### config.mk
export PLATFORM = sky130hd
export DESIGN_NAME = ula_estagio_wb
export DESIGN_NICKNAME = d
export VERILOG_FILES = /design/src/rtl/ula_pkg.sv /design/src/rtl/ula_fifo.sv /design/src/rtl/ula_estagio_wb.sv
export SDC_FILE = /design/constraint.sdc
export NUM_CORES = 1
export LEC_CHECK = 0
export CAP_MARGIN = 20
export CORE_UTILIZATION = 40
export CTS_BUF_LIST = sky130_fd_sc_hd__clkbuf_16
export CTS_CLUSTER_SIZE = 20
export DETAILED_ROUTE_END_ITERATION = 6
export GPL_ROUTABILITY_DRIVEN = 0
export PLACE_DENSITY = 0.68
export SYNTH_ARGS = -nofsm -noshare
export SYNTH_HDL_FRONTEND = slang
export SYNTH_SLANG_ARGS = --single-unit
### constraint.sdc
create_clock -name clk -period 3.5 [get_ports clk]
set_input_delay 0.525 -clock clk [delete_from_list [all_inputs] [get_ports clk]]
set_output_delay 0.525 -clock clk [all_outputs]
set_load 0.01 [all_outputs]
### src/rtl/ula_pkg.sv
// Shared types and constants for the ULA datapath and its writeback stage.
package ula_pkg;

  localparam int unsigned ULA_WIDTH = 32;

  typedef struct packed {
    logic n;
    logic z;
    logic c;
    logic v;
  } ula_flags_t;

  typedef enum logic [1:0] {ULA_ADD, ULA_SUB, ULA_AND, ULA_OR} ula_op_t;

  // Occupancy states of the writeback FIFO
  localparam logic [1:0] OCC_VAZIO   = 2'd0;
  localparam logic [1:0] OCC_PARCIAL = 2'd1;
  localparam logic [1:0] OCC_CHEIO   = 2'd2;

endpackage

### src/rtl/ula_fifo.sv
// DEPTH-entry synchronous FIFO with flush; full/empty decoded from a registered occupancy state.
module ula_fifo
  import ula_pkg::*;
#(
  parameter int unsigned W     = 37,
  parameter int unsigned DEPTH = 2
) (
  input  logic         clk,
  input  logic         rst_n,
  input  logic         push,
  input  logic         pop,
  input  logic         flush,
  input  logic [W-1:0] din,
  output logic [W-1:0] dout,
  output logic         full,
  output logic         empty
);

  localparam int unsigned PTR_W = (DEPTH > 1) ? $clog2(DEPTH) : 1;
  localparam int unsigned CNT_W = $clog2(DEPTH + 1);

  logic [W-1:0]     mem_q [DEPTH];
  logic [PTR_W-1:0] wr_ptr_q, wr_ptr_d;
  logic [PTR_W-1:0] rd_ptr_q, rd_ptr_d;
  logic [CNT_W-1:0] count_q, count_d;
  logic [1:0]       occ_q, occ_d;

  // Pointers wrap naturally because DEPTH is a power of two
  always_comb begin
    wr_ptr_d = wr_ptr_q;
    rd_ptr_d = rd_ptr_q;
    count_d  = count_q;
    if (flush) begin
      wr_ptr_d = '0;
      rd_ptr_d = '0;
      count_d  = '0;
    end else begin
      if (push) wr_ptr_d = PTR_W'(wr_ptr_q + PTR_W'(1));
      if (pop)  rd_ptr_d = PTR_W'(rd_ptr_q + PTR_W'(1));
      if (push && !pop)      count_d = CNT_W'(count_q + CNT_W'(1));
      else if (pop && !push) count_d = CNT_W'(count_q - CNT_W'(1));
    end
    if (count_d == '0)                 occ_d = OCC_VAZIO;
    else if (count_d == CNT_W'(DEPTH)) occ_d = OCC_CHEIO;
    else                               occ_d = OCC_PARCIAL;
  end

  always_ff @(posedge clk or negedge rst_n) begin
    if (!rst_n) begin
      wr_ptr_q <= '0;
      rd_ptr_q <= '0;
      count_q  <= '0;
      occ_q    <= OCC_VAZIO;
    end else begin
      wr_ptr_q <= wr_ptr_d;
      rd_ptr_q <= rd_ptr_d;
      count_q  <= count_d;
      occ_q    <= occ_d;
    end
  end

  always_ff @(posedge clk) begin
    if (push && !flush) mem_q[wr_ptr_q] <= din;
  end

  assign dout  = mem_q[rd_ptr_q];
  assign full  = (occ_q == OCC_CHEIO);
  assign empty = (occ_q == OCC_VAZIO);

endmodule

### src/rtl/ula_estagio_wb.sv
// ULA writeback stage: result FIFO toward the register file, NZCV register and overflow monitor.
module ula_estagio_wb
  import ula_pkg::*;
#(
  parameter int unsigned WIDTH  = ULA_WIDTH,
  parameter int unsigned ADDR_W = 5,
  parameter int unsigned DEPTH  = 2,
  parameter int unsigned CNT_W  = 16
) (
  input  logic              clk,
  input  logic              rst_n,
  input  logic              in_valid,
  output logic              in_ready,
  input  logic [WIDTH-1:0]  in_resultado,
  input  logic              in_zero,
  input  logic              in_negativo,
  input  logic              in_carry,
  input  logic              in_overflow,
  input  logic [ADDR_W-1:0] in_rd,
  input  logic              in_set_flags,
  input  logic              flush,
  input  logic              clr_sticky,
  output logic              wb_valid,
  input  logic              wb_ready,
  output logic [WIDTH-1:0]  wb_dado,
  output logic [ADDR_W-1:0] wb_rd,
  output logic [3:0]        flags_nzcv,
  output logic              ovf_sticky,
  output logic [CNT_W-1:0]  ovf_count
);

  localparam int unsigned ENT_W = WIDTH + ADDR_W;

  logic             accept_c, push_c, pop_c;
  logic             fifo_full, fifo_empty;
  logic [ENT_W-1:0] head;

  ula_flags_t       flags_q, flags_d;
  logic             ovf_sticky_q, ovf_sticky_d;
  logic [CNT_W-1:0] ovf_count_q, ovf_count_d;

  // in_ready depends only on registered occupancy and flush, never on wb_ready
  assign in_ready = !fifo_full && !flush;
  assign accept_c = in_valid && in_ready;
  assign push_c   = accept_c && (in_rd != '0);
  assign wb_valid = !fifo_empty;
  assign pop_c    = wb_valid && wb_ready;

  ula_fifo #(.W(ENT_W), .DEPTH(DEPTH)) u_fifo (
    .clk   (clk),
    .rst_n (rst_n),
    .push  (push_c),
    .pop   (pop_c),
    .flush (flush),
    .din   ({in_rd, in_resultado}),
    .dout  (head),
    .full  (fifo_full),
    .empty (fifo_empty)
  );

  assign wb_dado = wb_valid ? head[WIDTH-1:0]     : '0;
  assign wb_rd   = wb_valid ? head[ENT_W-1:WIDTH] : '0;

  // Overflow set has priority over clear in the same cycle
  always_comb begin
    flags_d      = flags_q;
    ovf_sticky_d = ovf_sticky_q;
    ovf_count_d  = ovf_count_q;
    if (accept_c && in_set_flags) begin
      flags_d = '{n: in_negativo, z: in_zero, c: in_carry, v: in_overflow};
    end
    if (clr_sticky) begin
      ovf_sticky_d = 1'b0;
      ovf_count_d  = '0;
    end
    if (accept_c && in_overflow) begin
      ovf_sticky_d = 1'b1;
      if (clr_sticky)                         ovf_count_d = CNT_W'(1);
      else if (ovf_count_q != {CNT_W{1'b1}})  ovf_count_d = CNT_W'(ovf_count_q + CNT_W'(1));
    end
  end

  always_ff @(posedge clk or negedge rst_n) begin
    if (!rst_n) begin
      flags_q      <= '0;
      ovf_sticky_q <= 1'b0;
      ovf_count_q  <= '0;
    end else begin
      flags_q      <= flags_d;
      ovf_sticky_q <= ovf_sticky_d;
      ovf_count_q  <= ovf_count_d;
    end
  end

  assign flags_nzcv = flags_q;
  assign ovf_sticky = ovf_sticky_q;
  assign ovf_count  = ovf_count_q;

endmodule

# Word-level counts from Yosys, hierarchy flattened
# Memory sizes are Yosys's and may differ from the RTL's.
# Cells that the tools add are included.
[word_totals]
ff_bits = 27
latch_bits = 0
ramBits = 74
romBits = 0
inputBits = 48
output_inout_bits = 60
elab_cells = 58
n_memories = 1
[mem_list]
columns = ["name", "words", "word_bits", "read_ports", "rd_ports_with_merged_regs", "wr", "line", "text"]
rows = [
  ["u_fifo.mem_q", 2, 37, 1, 0, 1, "ula_fifo.sv:22", "logic [W-1:0] mem_q [DEPTH];"],
]
[classes]
n_addsub = 5
n_mul = 0
div_mod_pow = 0
magnitude_cmp = 0
eq_ne = 3
shifts = 0
mux = 19
bitwise_logic = 0
n_reduce_logical = 20
[ops]
columns = ["op", "count"]
rows = [
  ["2-to-1 mux 16 bit", 4],
  ["2-to-1 mux 32 bit", 1],
  ["adder 16 x 1 -> 16 bit, second input constant", 1],
  ["!= test 16 bit, second input constant", 1],
  ["2-to-1 mux 2 bit", 5],
  ["logical AND 1 bit", 9],
  ["2-to-1 mux 1 bit", 8],
  ["nonzero test 2 bit", 3],
  ["logical NOT 1 bit", 5],
  ["2-to-1 mux 5 bit", 1],
  ["nonzero test 5 bit", 1],
  ["== test 2 bit, second input constant", 2],
  ["logical NOT 2 bit", 2],
  ["adder 1 bit, second input constant", 2],
  ["adder 2 x 1 -> 2 bit, second input constant", 1],
  ["subtractor 2 x 1 -> 2 bit, second input constant", 1],
]

# Longest topological paths before layout
# Gate-level depths: netlist of run 1.
[depth]
depth_word = 13
mapped_depth = 7
mapped_depth_nobuf = 6

# By module
# Synthesis of run 1 repeated with hierarchy kept, for this count alone.
[unflattened]
cells_unflattened = 303
area_unflattened_um2 = 4485.6
[by_module_without_submodules]
columns = ["mod", "n_inst", "cells_each", "area_per_inst_um2", "seq_area_each_um2"]
rows = [
  ["ula_fifo", 1, 141, 3029.2, 2347.3],
  ["ula_estagio_wb", 1, 162, 1456.4, 525.5],
]

# Worst setup path after synthesis of run 1
# OpenSTA, ideal clock, no wires.
[synth_timing]
kind = "input to register"
start = "input port flush"
end = "memory u_fifo.mem_q[0][0], enable pin"
setup_time_ps = 436
t_arrival_ps = 3132
path_slack_ps = -67
cell_stages = 5
n_path_buf = 2
path_cell_list = "clkbuf_2 -> nor2_1 -> and3_1 -> clkbuf_1 -> nor2b_1"
[synth_between]
elab_chain_cells = 7
[synth_rtl]
columns = ["item", "line", "text"]
rows = [
  ["start: declaration", "ula_estagio_wb.sv:21", "input logic flush,"],
  ["logical NOT 1 bit", "ula_estagio_wb.sv:43", "assign in_ready = !fifo_full && !flush;"],
  ["logical AND 1 bit", "ula_estagio_wb.sv:43", ""],
  ["net in_ready", "ula_estagio_wb.sv:13", "output logic in_ready,"],
  ["logical AND 1 bit", "ula_estagio_wb.sv:44", "assign accept_c = in_valid && in_ready;"],
  ["logical AND 1 bit", "ula_estagio_wb.sv:45", "assign push_c = accept_c && (in_rd != '0);"],
  ["logical AND 1 bit", "ula_fifo.sv:63", "if (push && !flush) mem_q[wr_ptr_q] <= din;"],
  ["2-to-1 mux 1 bit", "ula_fifo.sv:63", ""],
  ["2-to-1 mux 1 bit (implied by the code)", "ula_fifo.sv:63", ""],
  ["end: declaration", "ula_fifo.sv:22", ""],
]
# The timed path passes the listed nets, and every way through them passes these cells.

# Final worst setup path of run 1
[layout_timing]
start = "register u_fifo.occ_q[0]"
end = "output port wb_dado[16]"
[layout_between]
elab_chain_cells = 2
[layout_rtl]
columns = ["item", "line", "text"]
rows = [
  ["start: declaration", "ula_fifo.sv:26", "logic [1:0] occ_q, occ_d;"],
  ["start signal: assignment", "ula_fifo.sv:53", "occ_q <= OCC_VAZIO;"],
  ["start signal: assignment", "ula_fifo.sv:58", "occ_q <= occ_d;"],
  ["logical NOT 2 bit", "ula_fifo.sv:68", "assign empty = (occ_q == OCC_VAZIO);"],
  ["2-to-1 mux 32 bit", "ula_estagio_wb.sv:61", "assign wb_dado = wb_valid ? head[WIDTH-1:0] : '0;"],
  ["end: declaration", "ula_estagio_wb.sv:25", "output logic [WIDTH-1:0] wb_dado,"],
]
# Every way passes these cells.

==> impl_summary.log, run 1 <==
[metrics] run status: finished clean
[metrics] max-cap check violation count: 0
[metrics] start point of the critical path: u_fifo.occ_q[0]
[metrics] post-synthesis average cell area: roughly 14 um^2
[metrics] slew at the pin closest to its max-slew limit: around 0.86 ns
[metrics] global-route wire length before repair: 13,600 um
[metrics] Die Outline Area: 10,800 um^2
[metrics] Sinks on Clock Net: 100
[metrics] Clk network pwr share: 0.374
[metrics] Worst Path Max Fanout: 23
[metrics] Internal Pwr Total: around 2.2 mW
[metrics] number of buffers added for setup after CTS: 0
[metrics] number of buffers inserted during clock tree synthesis: 9
[metrics] clock tree from TritonCTS: built
[metrics] pins over their slew limit: 0
[metrics] unrepaired setup endpoints after global routing: false
[metrics] power per cell area: 478 nW/um^2
[metrics] drt via density: 4.96
[metrics] depth of the CTS H-tree: 3
[metrics] DRT Pass-1 Iters: 4
[metrics] register share of total power: 0.497
[metrics] Total Nets Final: 465
[metrics] Remaining DRCs: 0
[metrics] flop2flop setup slack: 1.05 ns
[metrics] VDD IR max: roughly 0.33 mV
[metrics] Final Hold Slack: 0.506 ns
[metrics] top achievable clock speed: around 370 MHz
[metrics] post-route fraction of the period consumed by the critical path: 0.771
[metrics] number of rows created at floorplan: 36
[metrics] multi-input combinational cell area: 1200 um^2
[metrics] Chip Height: between 100 and 150 um
[metrics] summed negative setup slack over all endpoints: 0 ns
[metrics] ranking of synthesized cells by area: sky130_fd_sc_hd__edfxtp_1 (54%), sky130_fd_sc_hd__dfrtp_1 (16%), sky130_fd_sc_hd__mux2i_1 (9.2%)
[metrics] switch share: 0.214
[metrics] number of global-route vias before repair: 2,677
[metrics] combinational cell fraction of total power: 0.130
[metrics] Floorplan Core Area: 9910 um^2
[metrics] number of violations reported at the end of detailed-routing iteration 0: 96
[metrics] Synth top area share: 0.537
[metrics] Static Leak: 1.96 nW
[metrics] final antenna-violating net count: 0
[metrics] Overflow after GRT: 0
[metrics] category of the most critical setup path: register to primary output
[metrics] overall global routing resource usage: 0.161
[metrics] horizontal die dimension: 104 um
[metrics] number of antenna violations at the first check in global routing: 0
[metrics] FF/Latch Area: 2870 um^2
[metrics] beginning of the worst hold path: flags_nzcv[1]
[metrics] Min Clock Period, post-route: 2.70 ns
[metrics] Clock Skew: a little over 0.008 ns
[metrics] Mapped Cells: slightly above 300
[metrics] startpoint of the worst register-to-register path: u_fifo.occ_q[1]
[metrics] number of port buffers: roughly 110
[metrics] final hold vios: 0
[metrics] maximum number of pins on one net before global-route repair: 38
[metrics] Worst R2R Path Depth: 5
[metrics] Net Count, Synth: 353
[metrics] required time reported for the critical path endpoint: 2.97 ns
[metrics] number of hold-repair buffers added at the cts stage: 0
[metrics] clock-pin slew of the registers on the worst-case setup and hold paths: 0.07 ns
[metrics] series of cell instances along the critical path: nor2_4 -> buf_4 -> nor2_1 -> clkdlybuf4s50_1
[metrics] total setup violations reported at the end of the flow: 0
[metrics] boundary pin count: between 100 and 150
[metrics] half-perimeter wire length after placement: between 5000 and 6000 um
[metrics] Startpoint Class: register
[metrics] Synth area leader: sky130_fd_sc_hd__edfxtp_1
[metrics] class of the tightest hold or removal check: register to register
[metrics] arrival time of the worst setup path: 2.17 ns
[metrics] type of destination of the critical path: primary output
[metrics] Netlist cell types: 36
[metrics] count of filler cells inserted in the layout: approximately 810
[metrics] stage delay of the slowest cell on the critical path: roughly 0.52 ns
[metrics] sw power: between 0.5 and 0.6 mW
[metrics] layout cell share with drive strength beyond 1: 0.0762
[metrics] worst rel slew slack: 0.423
[metrics] netlist area before placement: a little over 4000 um^2
[metrics] critical path capture point: wb_dado[16]
[metrics] Seq/Total Area, Yosys: 0.694
[metrics] capture instance of the worst register-to-register path: ovf_count[15]
[metrics] synthesis-to-layout area growth: 38.3%
[metrics] number of warnings reported in the yosys synthesis log: 0
[metrics] via count of the routed design: about 2,700
[metrics] final standard cell utilization of the core: 0.578
[metrics] Diodes inserted: 0
[metrics] wire length per cell: 15.1 um
[metrics] number of synthesized register bits: 100
[metrics] Gates resized, CTS repair: 0
[metrics] effective utilization at floorplan: 0.418
[metrics] WL final: 8360 um
[metrics] maximum clock path buffer count: 2
[metrics] buffer type at the clock tree root: sky130_fd_sc_hd__clkbuf_16
[metrics] Worst path slowest cell: sky130_fd_sc_hd__nor2_4
[metrics] Worst-Skew Late Latency: 0.33 ns
## sequential cells by signal (all words and copies together) (netlist names)
register / flops
u_fifo.count_q: 1
flags_nzcv: 4
u_fifo.mem_q: 74
u_fifo.occ_q: 2
ovf_sticky: 1
u_fifo.wr_ptr_q: 1
u_fifo.rd_ptr_q: 1
ovf_count: 16
## Yosys cell counts (all sizes together)
library cell,instances
clkbuf,9
edfxtp,74
nor2,58
and3,2
nand2,11
o32ai,1
xnor2,10
dfrtp,26
or4,3
a311oi,1
a41oi,1
a211oi,2
buf,5
nor2b,2
nor4,8
a31oi,1
and4,2
xor2,4
inv,6
ha,1
mux2i,38
o31ai,1
and2,2
nand3,5
a21oi,5
or3,4
mux2,4
o211ai,3
nand2b,1
o21ai,5
nand4,4
nor3,5
## how the worst min path moves through the flow
stage,endpoint,slack (ns),cells past startpoint
floorplan,flags_nzcv[0],0.23,0
global placement,flags_nzcv[3],0.49,1
detailed placement,flags_nzcv[1],0.49,1
CTS,flags_nzcv[1],0.51,1
global route,flags_nzcv[1],0.54,1
finish,flags_nzcv[1],0.51,1
## stage by stage
| step | power [mW] | cells | setup slack (ns) | instance area [um^2] |
|---|---|---|---|---|
| after floorplan | 1.53 | 304 | 0.622 | 4140 |
| after global placement | 1.74 | 537 | 0.574 | 5400 |
| after detailed placement | 1.74 | 537 | 0.524 | 5400 |
| after CTS | 2.76 | 552 | 0.734 | 5720 |
| after global routing | 2.84 | 553 | 0.683 | 5720 |
| final | 2.74 | 553 | 0.803 | 5720 |
## cells by family after synthesis
| kind of cell | Yosys count | share of synthesized area |
|---|---|---|
| adder cells (fa/ha/maj) | 1 | 0.00302 |
| XOR/XNOR | 14 | 0.0296 |
| multiplexers | 42 | 0.103 |
| AND/OR/NAND/NOR | 107 | 0.121 |
| buffers and inverters | 20 | 0.0187 |
| flip-flops | 100 | 0.694 |
| AO/OA/AOI/OAI | 20 | 0.0308 |
## cell type report
| cell class | count | area share |
|---|---|---|
| multi-input cells | 184 | 0.211 |
| flip-flops and latches | 100 | 0.502 |
| repair buffers | 115 | 0.199 |
| clock buffers | 9 | 0.0394 |
| inverters | 6 | 0.00394 |
| clock inverters | 6 | 0.0155 |
| well taps | 133 | 0.0291 |
## power groups by stage
| stage | registers [mW] | clock network, mW | logic (mW) |
|---|---|---|---|
| 2_1_floorplan | 1.38 | 0 | 0.154 |
| 3_3_place_gp | 1.38 | 0 | 0.355 |
| 3_5_place_dp | 1.38 | 0 | 0.359 |
| 4_1_cts | 1.36 | 1.04 | 0.361 |
| 5_1_grt | 1.36 | 1.09 | 0.384 |
| 6_report | 1.36 | 1.02 | 0.355 |
## critical path: cells and delay by family (launching register included)
kind          cells  cell delay (ns)
buf+inv           2             0.80
simple gates      2             0.59
flops             1             0.45
## placed cells by master, fill, tap and decap left out, types with 6 or more instances in the layout
cell                              netlist  routed
sky130_fd_sc_hd__edfxtp_1              74      74
sky130_fd_sc_hd__mux2i_1               38      38
sky130_fd_sc_hd__clkdlybuf4s50_1        0     107
sky130_fd_sc_hd__nor2_1                58      57
sky130_fd_sc_hd__buf_4                  0       6
sky130_fd_sc_hd__dfrtp_1               26      25
sky130_fd_sc_hd__nor4_1                 8       8
sky130_fd_sc_hd__nand2_1               10      10
sky130_fd_sc_hd__inv_1                  6       6
sky130_fd_sc_hd__xnor2_1               10      10
sky130_fd_sc_hd__clkbuf_16              0       9
## layer usage
metal,global-route usage,up-vias,part of all wire
met5,0,-,0
met4,0.0429,0,0.0065
met1,0.215,1313,0.46
met2,0.256,94,0.46
met3,0.0478,5,0.069
li1,-,1331,-
Power figures use the tool's default switching activity.
==> run 2, diff against run 1 <==
==> constraint.sdc (replaced) <==
create_clock -name clk -period 2.69 [get_ports clk]
set_input_delay 0.4035 -clock clk [delete_from_list [all_inputs] [get_ports clk]]
set_output_delay 0.4035 -clock clk [all_outputs]
set_load 0.01 [all_outputs]
==> impl_summary.log, run 2 (same netlist as run 1, synthesis figures left out) <==
[metrics] max-cap check violation count: 0
[metrics] number of port buffers: 107
[metrics] series of cell instances along the critical path: buf_4 -> mux2i_1 -> nor2_1 -> clkdlybuf4s50_1
[metrics] run status: finished clean
[metrics] Sinks on Clock Net: 100
[metrics] effective utilization at floorplan: 0.418
[metrics] global-route wire length before repair: 14,100 um
[metrics] overall global routing resource usage: 0.168
[metrics] non-filler cells in the finished layout: ~560
[metrics] class of the tightest hold or removal check: primary input to async pin
[metrics] number of antenna violations at the first check in global routing: 0
[metrics] synthesis-to-layout area growth: 38.6%
[metrics] Diodes inserted: 0
[metrics] worst rel slew slack: 0.563
[metrics] buffers plus inverters on the worst setup path: 2
[metrics] Finished Cell Area: 5740 um^2
[metrics] post-route fraction of the period consumed by the critical path: 0.875
[metrics] horizontal die dimension: roughly 100 um
[metrics] number of buffers inserted during clock tree synthesis: 9
[metrics] Power Total: 3.42 mW
[metrics] Remaining DRCs: 0
[metrics] Clock Skew: around 0.0053 ns
[metrics] summed negative setup slack over all endpoints: 0 ns
[metrics] power per cell area: 596 nW/um^2
[metrics] most common cell after layout, fill and taps aside: sky130_fd_sc_hd__clkdlybuf4s50_1
[metrics] number of global-route vias before repair: 2,892
[metrics] depth of the CTS H-tree: 3
[metrics] clock tree from TritonCTS: built
[metrics] Static Leak: 1.97 nW
[metrics] Worst Path Max Fanout: 25
[metrics] number of violations reported at the end of detailed-routing iteration 0: 91
[metrics] pins over their slew limit: 0
[metrics] Overflow after GRT: 0
[metrics] DRT Pass-1 Iters: 4
[metrics] boundary pin count: 108
[metrics] buffer type at the clock tree root: sky130_fd_sc_hd__clkbuf_16
[metrics] stage delay of the slowest cell on the critical path: 0.56 ns
[metrics] clock-pin slew of the registers on the worst-case setup and hold paths: 0.07 ns
[metrics] total setup violations reported at the end of the flow: 0
[metrics] most frequent cells in the layout: sky130_fd_sc_hd__clkdlybuf4s50_1 (107), sky130_fd_sc_hd__edfxtp_1 (74), sky130_fd_sc_hd__nor2_1 (57)
[metrics] Floorplan Core Area: 9910 um^2
[metrics] wire length per cell: between 15 and 20 um
[metrics] Chip Height: between 100 and 150 um
[metrics] drt via density: 4.99
[metrics] Worst-Skew Late Latency: 0.33 ns
[metrics] Gates resized, CTS repair: 0
[metrics] half-perimeter wire length after placement: 5830 um
[metrics] VDD IR max: 0.367 mV
[metrics] Worst path slowest cell: sky130_fd_sc_hd__clkdlybuf4s50_1
[metrics] top achievable clock speed: approximately 420 MHz
[metrics] category of the most critical setup path: register to primary output
[metrics] Startpoint Class: register
[metrics] slew at the pin closest to its max-slew limit: 0.653 ns
[metrics] arrival time of the worst setup path: 1.95 ns
[metrics] Min Clock Period, post-route: about 2.4 ns
[metrics] number of buffers added for setup after CTS: 0
[metrics] post-route setup slack: 0.336 ns
[metrics] Die Outline Area: 10,800 um^2
[metrics] maximum clock path buffer count: 2
[metrics] maximum number of pins on one net before global-route repair: 39
[metrics] number of rows created at floorplan: 36
[metrics] number of hold-repair buffers added at the cts stage: 0
[metrics] layout cell share with drive strength beyond 1: 0.0869
[metrics] via count of the routed design: ~2,800
[metrics] unrepaired setup endpoints after global routing: false
[metrics] number of placed cells counting well taps: 543
[metrics] required time reported for the critical path endpoint: 2.29 ns
[metrics] pre-CTS worst setup slack: 0.0864 ns
[metrics] max reg flops: 74
[metrics] top register by number of flip-flops: u_fifo.mem_q
[metrics] final hold vios: 0
[metrics] Total Nets Final: 470
[metrics] final antenna-violating net count: 0
[metrics] cell family contributing the most delay on the critical path: buffers and inverters
[metrics] instance area after placement: 5460 um^2
[metrics] WL final: 8640 um
[metrics] type of destination of the critical path: primary output
-- run 2: changes by cell type in the layout (fill, tap and decap cells not counted), sizes merged --
cell | before | now
inv | 7 | 11
clkinvlp | 0 | 1
clkbuf | 10 | 9
buf | 7 | 13
clkinv | 3 | 1
bufinv | 2 | 0
-- run 2: per-stage QoR --
step	hold WS, ns	utilization
after floorplan	0.108	-
final	0.444	0.579
after CTS	0.449	0.579
after global placement	0.491	0.551
after global routing	0.472	0.579
after detailed placement	0.495	0.551
-- run 2: power breakdown --
part           internal (mW)  switching [mW]  total (mW)
Sequential              1.73          0.0266        1.76
Combinational          0.259           0.218       0.477
Clock                  0.634           0.552        1.19
Total                   2.62           0.796        3.42
-- run 2: worst paths after layout --
kind	start	to	slack (ns)	depth (start not counted)
setup reg to reg	u_fifo.occ_q[1]	ovf_count[15]	0.36	5
min in group clk	flags_nzcv[2]	flags_nzcv[2]	0.51	1
hold reg to reg	flags_nzcv[2]	flags_nzcv[2]	0.51	1
hold / removal	rst_n	ovf_count[12]	0.44	2
setup / recovery	u_fifo.rd_ptr_q	wb_dado[5]	0.34	4
max in group asynchronous	rst_n	u_fifo.rd_ptr_q	1.97	2
-- run 2: routing by layer --
metal	up-vias	track usage	wire [um]
met4	0	0.0643	111
li1	1343	-	-
met1	1342	0.212	3790
met3	7	0.0403	506
met5	-	0	0
met2	97	0.282	4240
-- run 2: cell type report --
class	instances	area (um^2)
Fill cell	848	4170
Inverter	6	22.5
Tap cell	133	166
Clock buffer	9	225
Timing Repair Buffer	120	1190
Sequential cell	100	2870
Clock inverter	7	50.0
Multi-Input combinational cell	184	1200
==> run 3, diff against run 2 <==
==> constraint.sdc (replaced) <==
create_clock -name clk -period 2.4 [get_ports clk]
set_input_delay 0.36 -clock clk [delete_from_list [all_inputs] [get_ports clk]]
set_output_delay 0.36 -clock clk [all_outputs]
set_load 0.01 [all_outputs]
==> impl_summary.log, run 3 (same netlist as run 1, synthesis figures left out) <==
[metrics] final antenna-violating net count: 0
[metrics] number of violations reported at the end of detailed-routing iteration 0: 74
[metrics] stage delay of the slowest cell on the critical path: 0.58 ns
[metrics] buffers plus inverters on the worst setup path: 2
[metrics] depth of the CTS H-tree: 3
[metrics] Gates resized, CTS repair: 0
[metrics] Min Clock Period, post-route: 2.31 ns
[metrics] clock tree from TritonCTS: built
[metrics] Sinks on Clock Net: 100
[metrics] Worst Path Max Fanout: 11
[metrics] final hold vios: 0
[metrics] type of destination of the critical path: primary output
[metrics] global-route wire length before repair: around 14,000 um
[metrics] number of global-route vias before repair: 2,795
[metrics] most frequent cells in the layout: sky130_fd_sc_hd__clkdlybuf4s50_1 (107), sky130_fd_sc_hd__edfxtp_1 (74), sky130_fd_sc_hd__nor2_1 (57)
[metrics] number of antenna violations at the first check in global routing: 0
[metrics] number of buffers added for setup after CTS: 0
[metrics] category of the most critical setup path: register to primary output
[metrics] number of buffers inserted during clock tree synthesis: 9
[metrics] Worst-Skew Late Latency: about 0.33 ns
[metrics] Final Hold Slack: 0.396 ns
[metrics] effective utilization at floorplan: 0.418
[metrics] top achievable clock speed: roughly 430 MHz
[metrics] Overflow after GRT: 0
[metrics] via count of the routed design: 2,819
[metrics] Worst path slowest cell: sky130_fd_sc_hd__dfrtp_4
[metrics] slew at the pin closest to its max-slew limit: slightly below 0.4 ns
[metrics] number of hold-repair buffers added at the cts stage: 0
[metrics] total setup violations reported at the end of the flow: 0
[metrics] horizontal die dimension: 104 um
[metrics] max-cap check violation count: 0
[metrics] layout cell share with drive strength beyond 1: 0.108
[metrics] top register by number of flip-flops: u_fifo.mem_q
[metrics] power per cell area: 660 nW/um^2
[metrics] synthesis-to-layout area growth: 40.7%
[metrics] boundary pin count: 108
[metrics] maximum clock path buffer count: 2
[metrics] max reg flops: 74
[metrics] overall global routing resource usage: 0.168
[metrics] half-perimeter wire length after placement: 5940 um
[metrics] flop2flop setup slack: 0.14 ns
[metrics] VDD IR max: 0.329 mV
[metrics] Remaining DRCs: 0
[metrics] Floorplan Core Area: between 9000 and 10,000 um^2
[metrics] run status: finished clean
[metrics] most common cell after layout, fill and taps aside: sky130_fd_sc_hd__clkdlybuf4s50_1
[metrics] arrival time of the worst setup path: slightly below 2 ns
[metrics] Static Leak: 2.01 nW
[metrics] number of rows created at floorplan: 36
[metrics] Chip Height: roughly 100 um
[metrics] Diodes inserted: 0
[metrics] WL final: 8600 um
[metrics] drt via density: 4.96
[metrics] clock-pin slew of the registers on the worst-case setup and hold paths: 0.07 ns
[metrics] series of cell instances along the critical path: buf_4 -> mux2i_1 -> nor2_1 -> clkdlybuf4s50_1
[metrics] unrepaired setup endpoints after global routing: false
[metrics] class of the tightest hold or removal check: primary input to async pin
[metrics] Total Nets Final: 479
[metrics] buffer type at the clock tree root: sky130_fd_sc_hd__clkbuf_16
[metrics] post-route fraction of the period consumed by the critical path: 0.962
[metrics] required time reported for the critical path endpoint: 2.04 ns
[metrics] cell family contributing the most delay on the critical path: buffers and inverters
[metrics] Startpoint Class: register
[metrics] number of port buffers: ~110
[metrics] DRT Pass-1 Iters: 6
[metrics] pins over their slew limit: 0
[metrics] wire length per cell: approximately 15 um
[metrics] maximum number of pins on one net before global-route repair: 39
[metrics] Die Outline Area: 10,800 um^2
[metrics] final standard cell utilization of the core: 0.588
[metrics] Clock Skew: ~0.0042 ns
[metrics] worst rel slew slack: 0.732
==> run 3: cell types whose count changed in the layout (fill, tap and decap cells not counted), sizes merged <==
cell and delta:
clkinvlp +1, buf +9, clkinv +3, inv -4
==> run 3: final timing paths <==
| path | startpoint | endpoint | cells past startpoint |
|---|---|---|---|
| min in group clk | flags_nzcv[1] | flags_nzcv[1] | 1 |
| worst max-delay path | u_fifo.rd_ptr_q | wb_dado[11] | 4 |
| worst max register to register | u_fifo.occ_q[0] | ovf_count[15] | 5 |
| max in group asynchronous | rst_n | u_fifo.rd_ptr_q | 2 |
| worst min-delay path | rst_n | ovf_count[6] | 2 |
| worst min register to register | flags_nzcv[1] | flags_nzcv[1] | 1 |
==> run 3: layout make-up <==
class	count	area (um^2)
Clock inverter	7	52.6
Inverter	6	22.5
Tap cell	133	166
Fill cell	835	4090
Sequential cell	100	2880
Multi-Input combinational cell	184	1200
Clock buffer	9	225
Timing Repair Buffer	129	1270
==> run 3: power breakdown <==
group / internal (mW) / leakage (nW) / switching [mW] / total, mW
clock network: 0.707 / 0.131 / 0.612 / 1.32
logic: 0.307 / 0.856 / 0.237 / 0.544
registers: 1.94 / 1.03 / 0.0380 / 1.98
total: 2.96 / 2.01 / 0.888 / 3.84
==> run 3: worst reg2reg max path: stages (launching register included) <==
cell and delay [ns]:
sky130_fd_sc_hd__dfrtp_1 0.45, sky130_fd_sc_hd__nor2b_1 0.12, sky130_fd_sc_hd__or4_1 0.57, sky130_fd_sc_hd__or3_4 0.39
sky130_fd_sc_hd__or4_1 0.48, sky130_fd_sc_hd__a21oi_1 0.17
==> run 3: per-layer routing <==
| metal | part of all wire | GRT usage | wire [um] |
|---|---|---|---|
| met1 | 0.46 | 0.216 | 3960 |
| met2 | 0.47 | 0.278 | 4080 |
| met3 | 0.050 | 0.0403 | 433 |
| met4 | 0.014 | 0.0612 | 122 |
| met5 | 0 | 0 | 0 |
==> run 3: through the flow <==
stage	area, um^2	instances	setup TNS (ns)	setup slack [ns]	power [mW]
final	5820	568	0	0.0921	3.84
after global routing	5820	568	0	0.00263	4.00
after CTS	5820	568	0	0.0282	3.89
after detailed placement	5540	552	-0.224	-0.112	2.57
after global placement	5540	552	-0.0444	-0.0337	2.56
after floorplan	4150	304	0	0.0862	2.24
